$ cat config.mk
export PLATFORM = sky130hd
export DESIGN_NAME = scan_encoder_16to4
export DESIGN_NICKNAME = d
export VERILOG_FILES = /design/src/rtl/encoder_pkg.sv /design/src/rtl/sync_2ff.sv /design/src/rtl/scan_encoder_16to4.sv
export SDC_FILE = /design/constraint.sdc
export NUM_CORES = 1
export LEC_CHECK = 0
export ABC_AREA = 1
export BUFFER_PORTS_ARGS = -buffer_cell sky130_fd_sc_hd__buf_2
export CAP_MARGIN = 15
export CORE_MARGIN = 1
export CORE_UTILIZATION = 25
export CTS_CLUSTER_DIAMETER = 100
export DETAILED_ROUTE_END_ITERATION = 10
export SYNTH_ARGS = -nofsm -noshare
export SYNTH_HDL_FRONTEND = slang
export SYNTH_SLANG_ARGS = --single-unit
export TNS_END_PERCENT = 50
$ cat constraint.sdc
create_clock -name clk -period 1.4 [get_ports clk]
set_input_delay 0.21 -clock clk [delete_from_list [all_inputs] [get_ports clk]]
set_output_delay 0.21 -clock clk [all_outputs]
set_load 0.05 [all_outputs]
$ cat src/rtl/encoder_pkg.sv
// Shared types and constants for the sequential scan encoder.
// Latency: n/a (declarations only).
// Backpressure: n/a.
package encoder_pkg;

  // Default number of input lines (power of 2, >= 2).
  localparam int ENC_N_IN = 16;

  typedef enum logic [1:0] {
    IDLE = 2'd0,
    SCAN = 2'd1,
    HOLD = 2'd2
  } enc_state_t;

  // Output code width for a given number of input lines.
  function automatic int code_w(input int n);
    return $clog2(n);
  endfunction

endpackage

$ cat src/rtl/sync_2ff.sv
// Two-flop synchronizer, one independent flop pair per bit.
// Latency: 2 cycles from d to q.
// Backpressure: none; free-running.
//
// Ports:
//   clk   system clock
//   reset synchronous active-high reset, clears both stages
//   d     asynchronous input bits
//   q     synchronized bits
module sync_2ff #(
  parameter int W = 1
) (
  input  logic         clk,
  input  logic         reset,
  input  logic [W-1:0] d,
  output logic [W-1:0] q
);

  logic [W-1:0] meta;

  always_ff @(posedge clk) begin
    if (reset) begin
      meta <= '0;
      q    <= '0;
    end else begin
      meta <= d;
      q    <= meta;
    end
  end

endmodule

$ cat src/rtl/scan_encoder_16to4.sv
// Sequential priority encoder: snapshots N_IN lines on start and reports the lowest set index.
// Latency: valid rises N_IN+1 edges after the start edge, independent of data.
// Backpressure: result held in HOLD until ack; start while busy is dropped, not queued.
//
// Ports:
//   clk    system clock
//   reset  synchronous active-high reset (dominates en/start/ack)
//   en     block enable; low aborts any scan or held result
//   start  scan request, sampled only in IDLE with en=1
//   w      input lines; w[i]=1 maps to code i
//   ack    consumer accepts result, sampled only in HOLD
//   code   index of lowest active bit (0 when none)
//   valid  result stable and presentable
//   none   snapshot was all-zero (qualified by valid)
//   multi  snapshot had two or more bits set (qualified by valid)
//   busy   high in SCAN and HOLD
//
// Build option ENC_SYNC_EN: route w through a 2-flop synchronizer before the
// snapshot register (snapshot then reflects w two cycles before start).
module scan_encoder_16to4
  import encoder_pkg::*;
#(
  parameter int N_IN = ENC_N_IN
) (
  input  logic                    clk,
  input  logic                    reset,
  input  logic                    en,
  input  logic                    start,
  input  logic [N_IN-1:0]         w,
  input  logic                    ack,
  output logic [code_w(N_IN)-1:0] code,
  output logic                    valid,
  output logic                    none,
  output logic                    multi,
  output logic                    busy
);

  localparam int CODE_W = code_w(N_IN);
  localparam logic [CODE_W-1:0] LAST_IDX = CODE_W'(N_IN - 1);

  enc_state_t        state, state_nxt;
  logic [N_IN-1:0]   snap, snap_nxt;
  logic [CODE_W-1:0] idx, idx_nxt;
  logic              found, found_nxt;
  logic              last, last_nxt;
  logic [CODE_W-1:0] code_nxt;
  logic              valid_nxt, none_nxt, multi_nxt;
  logic [N_IN-1:0]   w_s;

`ifdef ENC_SYNC_EN
  sync_2ff #(.W(N_IN)) u_sync (
    .clk   (clk),
    .reset (reset),
    .d     (w),
    .q     (w_s)
  );
`else
  assign w_s = w;
`endif

  assign busy = (state != IDLE);

  always_comb begin
    state_nxt = state;
    snap_nxt  = snap;
    idx_nxt   = idx;
    found_nxt = found;
    last_nxt  = last;
    code_nxt  = code;
    valid_nxt = valid;
    none_nxt  = none;
    multi_nxt = multi;

    if (!en) begin
      // Abort: discard any in-flight or unacknowledged result.
      if (state != IDLE) begin
        state_nxt = IDLE;
        valid_nxt = 1'b0;
        code_nxt  = '0;
        none_nxt  = 1'b0;
        multi_nxt = 1'b0;
        found_nxt = 1'b0;
        last_nxt  = 1'b0;
        idx_nxt   = '0;
      end
    end else begin
      unique case (state)
        IDLE: begin
          if (start) begin
            snap_nxt  = w_s;
            idx_nxt   = '0;
            found_nxt = 1'b0;
            last_nxt  = 1'b0;
            code_nxt  = '0;
            none_nxt  = 1'b0;
            multi_nxt = 1'b0;
            state_nxt = SCAN;
          end
        end
        SCAN: begin
          if (last) begin
            // All N_IN bits examined on the previous edges; publish the result.
            // This extra cycle keeps latency fixed at N_IN+1.
            state_nxt = HOLD;
            valid_nxt = 1'b1;
            none_nxt  = ~found;
          end else begin
            if (snap[idx]) begin
              if (!found) begin
                code_nxt  = idx;
                found_nxt = 1'b1;
              end else begin
                multi_nxt = 1'b1;
              end
            end
            // idx stops at the top index rather than wrapping.
            if (idx == LAST_IDX) begin
              last_nxt = 1'b1;
            end else begin
              idx_nxt = idx + 1'b1;
            end
          end
        end
        HOLD: begin
          if (ack) begin
            valid_nxt = 1'b0;
            state_nxt = IDLE;
          end
        end
        default: begin
          state_nxt = IDLE;
          valid_nxt = 1'b0;
        end
      endcase
    end
  end

  always_ff @(posedge clk) begin
    if (reset) begin
      state <= IDLE;
      snap  <= '0;
      idx   <= '0;
      found <= 1'b0;
      last  <= 1'b0;
      code  <= '0;
      valid <= 1'b0;
      none  <= 1'b0;
      multi <= 1'b0;
    end else begin
      state <= state_nxt;
      snap  <= snap_nxt;
      idx   <= idx_nxt;
      found <= found_nxt;
      last  <= last_nxt;
      code  <= code_nxt;
      valid <= valid_nxt;
      none  <= none_nxt;
      multi <= multi_nxt;
    end
  end

endmodule

==> impl_metrics.json, run 1 <==
{
  "p_int_mw": 1.65,
  "status": "finished, final reports clean",
  "stdcell_area_um2": 1950,
  "worstPathRequired_ps": 1630,
  "hold_viol": 0,
  "clk_pin_slew_ps": 70,
  "die_y_um": 78.4,
  "fillers": 605,
  "cp-start-kind": "flop",
  "p_seq_frac": 0.426,
  "r2r_slack_ps": 30,
  "holdBufCountCts": 0,
  "yosys-top-cells-area": "dfxtp_1 (43%), nand2_1 (10%), nor2_1 (7.7%)",
  "overflow": 0,
  "skew_ps": 8.39,
  "cts_root_buf": "clkbuf_8",
  "synth_nets": 229,
  "critPathArrivalTime_ps": 1600,
  "die_x_um": 78.4,
  "synth_compound_area_frac": 0.155,
  "combPwrFrac": 0.162,
  "grt_antenna_before_repair": 0,
  "maxSlewHeadroom": 0.690,
  "synthDistinctLibCells": 23,
  "clockBufferDepth": 2,
  "leakage_nw": 0.909,
  "post-route-drc-count": 0,
  "m1WireLength_um": 1690,
  "tns_ps": 0,
  "synth.most_common_cell": "nand2_1",
  "htreeDepth": 2,
  "period_needed_ps": 1370,
  "cts_tree": "done",
  "first_global_vias": 1243,
  "place_ws_ps": -20.8,
  "rr_worst_depth": 10,
  "synth_seq_cells": 31,
  "hold_depth": 3,
  "gr-usage-all-layers": 0.117,
  "switching_share": 0.267,
  "r2r_start": "idx[0]$_SDFFE_PP0P_",
  "core_um2": 5570,
  "power.total_mw": 2.25,
  "min_period_over_period": 0.978,
  "synthMuxAreaShare": 0,
  "synth_top_family_by_area": "simple AND/OR/NAND/NOR gates",
  "min_to": "snap[14]$_SDFFE_PP0P_",
  "gp_congestion": 0.760,
  "netSwitchingPower_mw": 0.600,
  "async_flop_share": 0,
  "antenna_cells": 0,
  "seq_area_frac_synth": 0.425,
  "ir_worst_vdd_mv": 0.456,
  "post_dp_cell_area_um2": 1710,
  "setup_viol": 0,
  "drv_slew": 0,
  "numClockSinks": 31,
  "numCtsBuffers": 5,
  "synth_common_cells": "nand2_1 (39), dfxtp_1 (31), nor2_1 (30)",
  "start_util": 0.262,
  "clk_latency_ps": 290,
  "powerDensity_nw_per_um2": 1150,
  "dieArea_um2": 6140,
  "routed.top_layer": "met4",
  "wl_um": 3340,
  "grt_max_degree": 30,
  "drtIter0Drc": 41,
  "dp_hpwl_um": 2360,
  "num_rows": 27,
  "cp_max_fo": 8,
  "worstMarginPinSlew_ps": 465,
  "synth-simple-area-share": 0.295,
  "synthFlopType": "dfxtp_1",
  "synth.avg_cell_area_um2": 7.05,
  "crit_path_end_kind": "flop",
  "synth_xor_area_frac": 0.00600,
  "hp-start": "w[14]",
  "rsz0062_at_grt": "yes",
  "synthCells": 207,
  "area_growth_pct": 34.0,
  "dr.pass1.iters": 3,
  "crit_type": "reg2reg",
  "fin_ws_ps": 31.2,
  "ant_nets": 0,
  "fin_util": 0.351,
  "io_pins": 29,
  "hold_path_class": "in2reg",
  "r2r_end": "code[2]$_SDFFE_PP0P_",
  "finalNetCount": 269,
  "yosysTopAreaCellShare": 0.425,
  "wl_per_cell_um": 10.4,
  "wl_met3_um": 141,
  "io_buffers": 28,
  "synth_adder_area_share": 0.00858,
  "syn_area_um2": 1460,
  "synth_edf_count": 0,
  "viasPerCell": 4.21,
  "synth_top_area_cell": "dfxtp_1",
  "yosys_warnings": 0,
  "cap_violations": 0,
  "drive_above_1_share": 0.343,
  "fmax_ghz": 0.731,
  "grt_pass1_wl_um": 5520,
  "routed-wl-met2_um": 1470,
  "vias": 1347,
  "clkPwrFrac": 0.412
}
layout by cell type (no fill, tap or decap), types with 2 or more instances in the layout:
cell and instances:
nor2_2 6, buf_2 28, a21oi_1 20, o21ai_2 2, nand2_2 11, nand2_1 30
clkbuf_8 6, dfxtp_2 2, o21ai_0 9, nand3_1 10, buf_4 9, dfxtp_1 28
o21ai_1 11, inv_2 7, nor3_4 2, nor2_1 26, nand2_4 2, inv_1 25
power groups by stage:
stage          Clock (mW)  Combinational (mW)  Sequential [mW]
3_3_place_gp            0               0.329            0.975
6_report            0.927               0.364            0.959
5_1_grt             0.995               0.409            0.965
2_1_floorplan           0               0.202             1.01
3_5_place_dp            0               0.332            0.975
4_1_cts             0.960               0.334            0.956
cell families (layout without fill, tap and decap cells):
family,Yosys count,after routing
AND/OR/NAND/NOR,93,93
AO/OA/AOI/OAI,43,43
buffers and inverters,38,79
flip-flops,31,31
adder cells (fa/ha/maj),1,1
XOR/XNOR,1,1
per-stage QoR:
stage	instances	hold slack (ps)
finish	320	145
global route	320	147
CTS	316	140
detailed placement	308	446
global placement	308	444
floorplan	207	279
layer usage:
| layer | GRT usage | vias up |
|---|---|---|
| met5 | 0 | - |
| met4 | 0.0389 | 0 |
| met3 | 0.0419 | 6 |
| met2 | 0.175 | 22 |
| met1 | 0.154 | 588 |
| li1 | - | 731 |
worst max-delay path, cell delays in order (launching register included):
cell,delay [ps]
dfxtp_4,380
clkbuf_16,160
o21ai_2,100
nand2_1,60
nand3_1,100
nand2_2,50
nand2_2,80
nand4_4,130
nand2_1,100
nand2_1,50
nor2_1,100
sequential cells by signal, indices dropped and copies added, names as in the netlist:
register  count
multi         1
snap         16
code          4
idx           4
last          1
found         1
state         2
none          1
valid         1
worst max-delay path by stage:
stage | startpoint | endpoint | cells past startpoint
detailed placement | idx[0]$_SDFFE_PP0P_ | code[3]$_SDFFE_PP0P_ | 10
floorplan | state[0]$_SDFFE_PP0P_ | snap[9]$_SDFFE_PP0P_ | 7
global placement | idx[0]$_SDFFE_PP0P_ | code[3]$_SDFFE_PP0P_ | 10
CTS | state[1]$_SDFFE_PP0P_ | idx[2]$_SDFFE_PP0P_ | 7
finish | idx[0]$_SDFFE_PP0P_ | code[2]$_SDFFE_PP0P_ | 10
global route | idx[0]$_SDFFE_PP0P_ | code[2]$_SDFFE_PP0P_ | 10
final cells by class:
type / count / area [um^2] / area share
Multi-Input combinational cell: 138 / 747 / 0.382
Sequential cell: 31 / 627 / 0.321
Timing Repair Buffer: 39 / 253 / 0.129
Inverter: 32 / 120 / 0.0615
Tap cell: 72 / 90.1 / 0.0461
Clock buffer: 6 / 82.6 / 0.0423
Clock inverter: 2 / 35.0 / 0.0179
repair_timing:
| item | 4_1_cts | 5_1_grt |
|---|---|---|
| setup buffers | 0 | 3 |
| pin swaps | 0 | 8 |
| resized for setup | 2 | 24 |
| cloned | 0 | 1 |
| endpoints found under the setup margin | 6 | 19 |
(Power assumes the default switching activity.)
==> inputs of run 2 (changes only) <==
--- a/config.mk
+++ b/config.mk
@@ -8,10 +8,11 @@
 export ABC_AREA = 1
 export BUFFER_PORTS_ARGS = -buffer_cell sky130_fd_sc_hd__buf_2
 export CAP_MARGIN = 15
-export CORE_MARGIN = 1
+export CORE_MARGIN = 2
 export CORE_UTILIZATION = 25
 export CTS_CLUSTER_DIAMETER = 100
 export DETAILED_ROUTE_END_ITERATION = 10
+export SETUP_SLACK_MARGIN = 0.1
 export SYNTH_ARGS = -nofsm -noshare
 export SYNTH_HDL_FRONTEND = slang
 export SYNTH_SLANG_ARGS = --single-unit
==> run 2 against run 1 <==
Core utilization is essentially flat. Combinational power grew 2%. Hold slack gained 5.2 ps. Sequential cell count is the same. Non-clock buffer count grew 3. Largest power group unchanged. Final cell count grew 0.94%. Critical path depth shrank 2. Clock power shrank 28%. Die area grew 5.2%. Global-route usage shrank 0.49 points. First-iteration DRC count grew 68%.
==> impl_metrics.json, run 2 (synthesis gave the netlist of run 1 again) <==
{
  "drv_slew": 0,
  "grt_pass1_wl_um": 5530,
  "wl_um": 3320,
  "rr_worst_depth": 8,
  "grt_antenna_before_repair": 0,
  "largest_reg_flops": 16,
  "clk_pin_slew_ps": 60,
  "tns_ps": 0,
  "holdBufCountCts": 0,
  "post-route-drc-count": 0,
  "cap_violations": 0,
  "maxSlewHeadroom": 0.817,
  "min_period_over_period": 0.994,
  "dieArea_um2": 6460,
  "cts_tree": "done",
  "critPathArrivalTime_ps": 1560,
  "area_growth_pct": 34.1,
  "crit_end": "idx[2]$_SDFFE_PP0P_",
  "clk_latency_ps": 280,
  "io_pins": 29,
  "viasPerCell": 4.22,
  "htreeDepth": 2,
  "setup_viol": 0,
  "ir_worst_vdd_mv": 0.382,
  "powerDensity_nw_per_um2": 1020,
  "final_cell_mix": "nand2_1 (30), dfxtp_1 (28), buf_2 (27)",
  "hp-start": "reset",
  "gp_congestion": 0.790,
  "numCtsBuffers": 5,
  "vias": 1362,
  "numClockSinks": 31,
  "antenna_cells": 0,
  "top_register": "snap",
  "crit_path_start": "state[0]$_SDFFE_PP0P_",
  "period_needed_ps": 1390,
  "skew_ps": 4.37,
  "core_um2": 5570,
  "layout_commonest_cell": "nand2_1",
  "worstMarginPinSlew_ps": 275,
  "place_ws_ps": -18.6,
  "hold_viol": 0,
  "r2r_end": "idx[2]$_SDFFE_PP0P_",
  "crit_path_end_kind": "flop",
  "grt_max_degree": 30,
  "die_y_um": 80.4,
  "crit_type": "reg2reg",
  "die_x_um": 80.4,
  "ant_nets": 0,
  "seqCellArea_um2": 627,
  "cp_max_fo": 4,
  "first_global_vias": 1276,
  "gr-usage-all-layers": 0.112,
  "worstPathRequired_ps": 1560,
  "cts_root_buf": "clkbuf_8",
  "r2r_slack_ps": 8,
  "io_buffers": 28,
  "overflow": 0,
  "power.total_mw": 1.99,
  "hold_path_class": "in2reg",
  "fillers": 608,
  "cp-start-kind": "flop",
  "drive_above_1_share": 0.343,
  "leakage_nw": 0.891,
  "dr.pass1.iters": 4,
  "drtIter0Drc": 69,
  "clockBufferDepth": 2,
  "start_util": 0.262,
  "rsz0062_at_grt": "yes",
  "finalNetCount": 272,
  "multiInputGateArea_um2": 752,
  "dp_hpwl_um": 2420,
  "post_dp_cell_area_um2": 1740,
  "status": "finished, final reports clean",
  "wl_per_cell_um": 10.3,
  "num_rows": 27,
  "r2r_start": "state[0]$_SDFFE_PP0P_",
  "largest_registers": "snap: 16 flops, code: 4 flops, idx: 4 flops",
  "stdcell_area_um2": 1960,
  "fin_ws_ps": 8.40,
  "fmax_ghz": 0.719
}
[run 2: worst max-delay path, cell delays in order, from the launching register on]
cell,delay (ps)
dfxtp_2,350
nand2_2,70
nor2_4,160
nand2_2,90
nor3_4,250
nor3_4,70
nand2_1,80
xor2_1,160
nor2_1,50
[run 2: timing repair]
item | in CTS | in global routing
cloned | 0 | 1
endpoints found under the setup margin | 11 | 29
buffers inserted | 3 | 0
pin swaps | 6 | 14
resized for setup | 12 | 18
[run 2: where the power goes]
part / internal (mW) / total [mW] / switching (mW)
Sequential: 0.934 / 0.960 / 0.0259
Combinational: 0.146 / 0.371 / 0.225
Clock: 0.348 / 0.663 / 0.315
[run 2: worst min path at each step]
stage | endpoint | cells past startpoint | slack [ps]
after floorplan | last$_SDFFE_PP0P_ | 1 | 280
after global placement | snap[14]$_SDFFE_PP0P_ | 3 | 440
after detailed placement | snap[13]$_SDFFE_PP0P_ | 3 | 440
after CTS | state[0]$_SDFFE_PP0P_ | 2 | 150
after global routing | state[1]$_SDFFE_PP0P_ | 2 | 170
final | state[0]$_SDFFE_PP0P_ | 2 | 150
[run 2: routing by layer]
layer / vias up / track usage / share of wire
met1: 592 / 0.137 / 0.49
met5: - / 0 / 0
met4: 0 / 0.0356 / 0.0066
met3: 2 / 0.0427 / 0.051
li1: 742 / - / -
met2: 26 / 0.180 / 0.45
[run 2: cell type report]
class	count	share of cell area
tap	72	0.0460
clock inverter	1	0.00256
sequential	31	0.320
inverter	32	0.0639
clock buffer	7	0.0390
timing repair buffer	42	0.144
multi-input combinational	138	0.384
[run 2: metrics by stage]
stage	util	cells	hold WS (ps)
finish	0.351	323	150
global placement	0.312	311	443
floorplan	-	207	279
detailed placement	0.312	311	445
CTS	0.338	322	146
global route	0.351	323	167
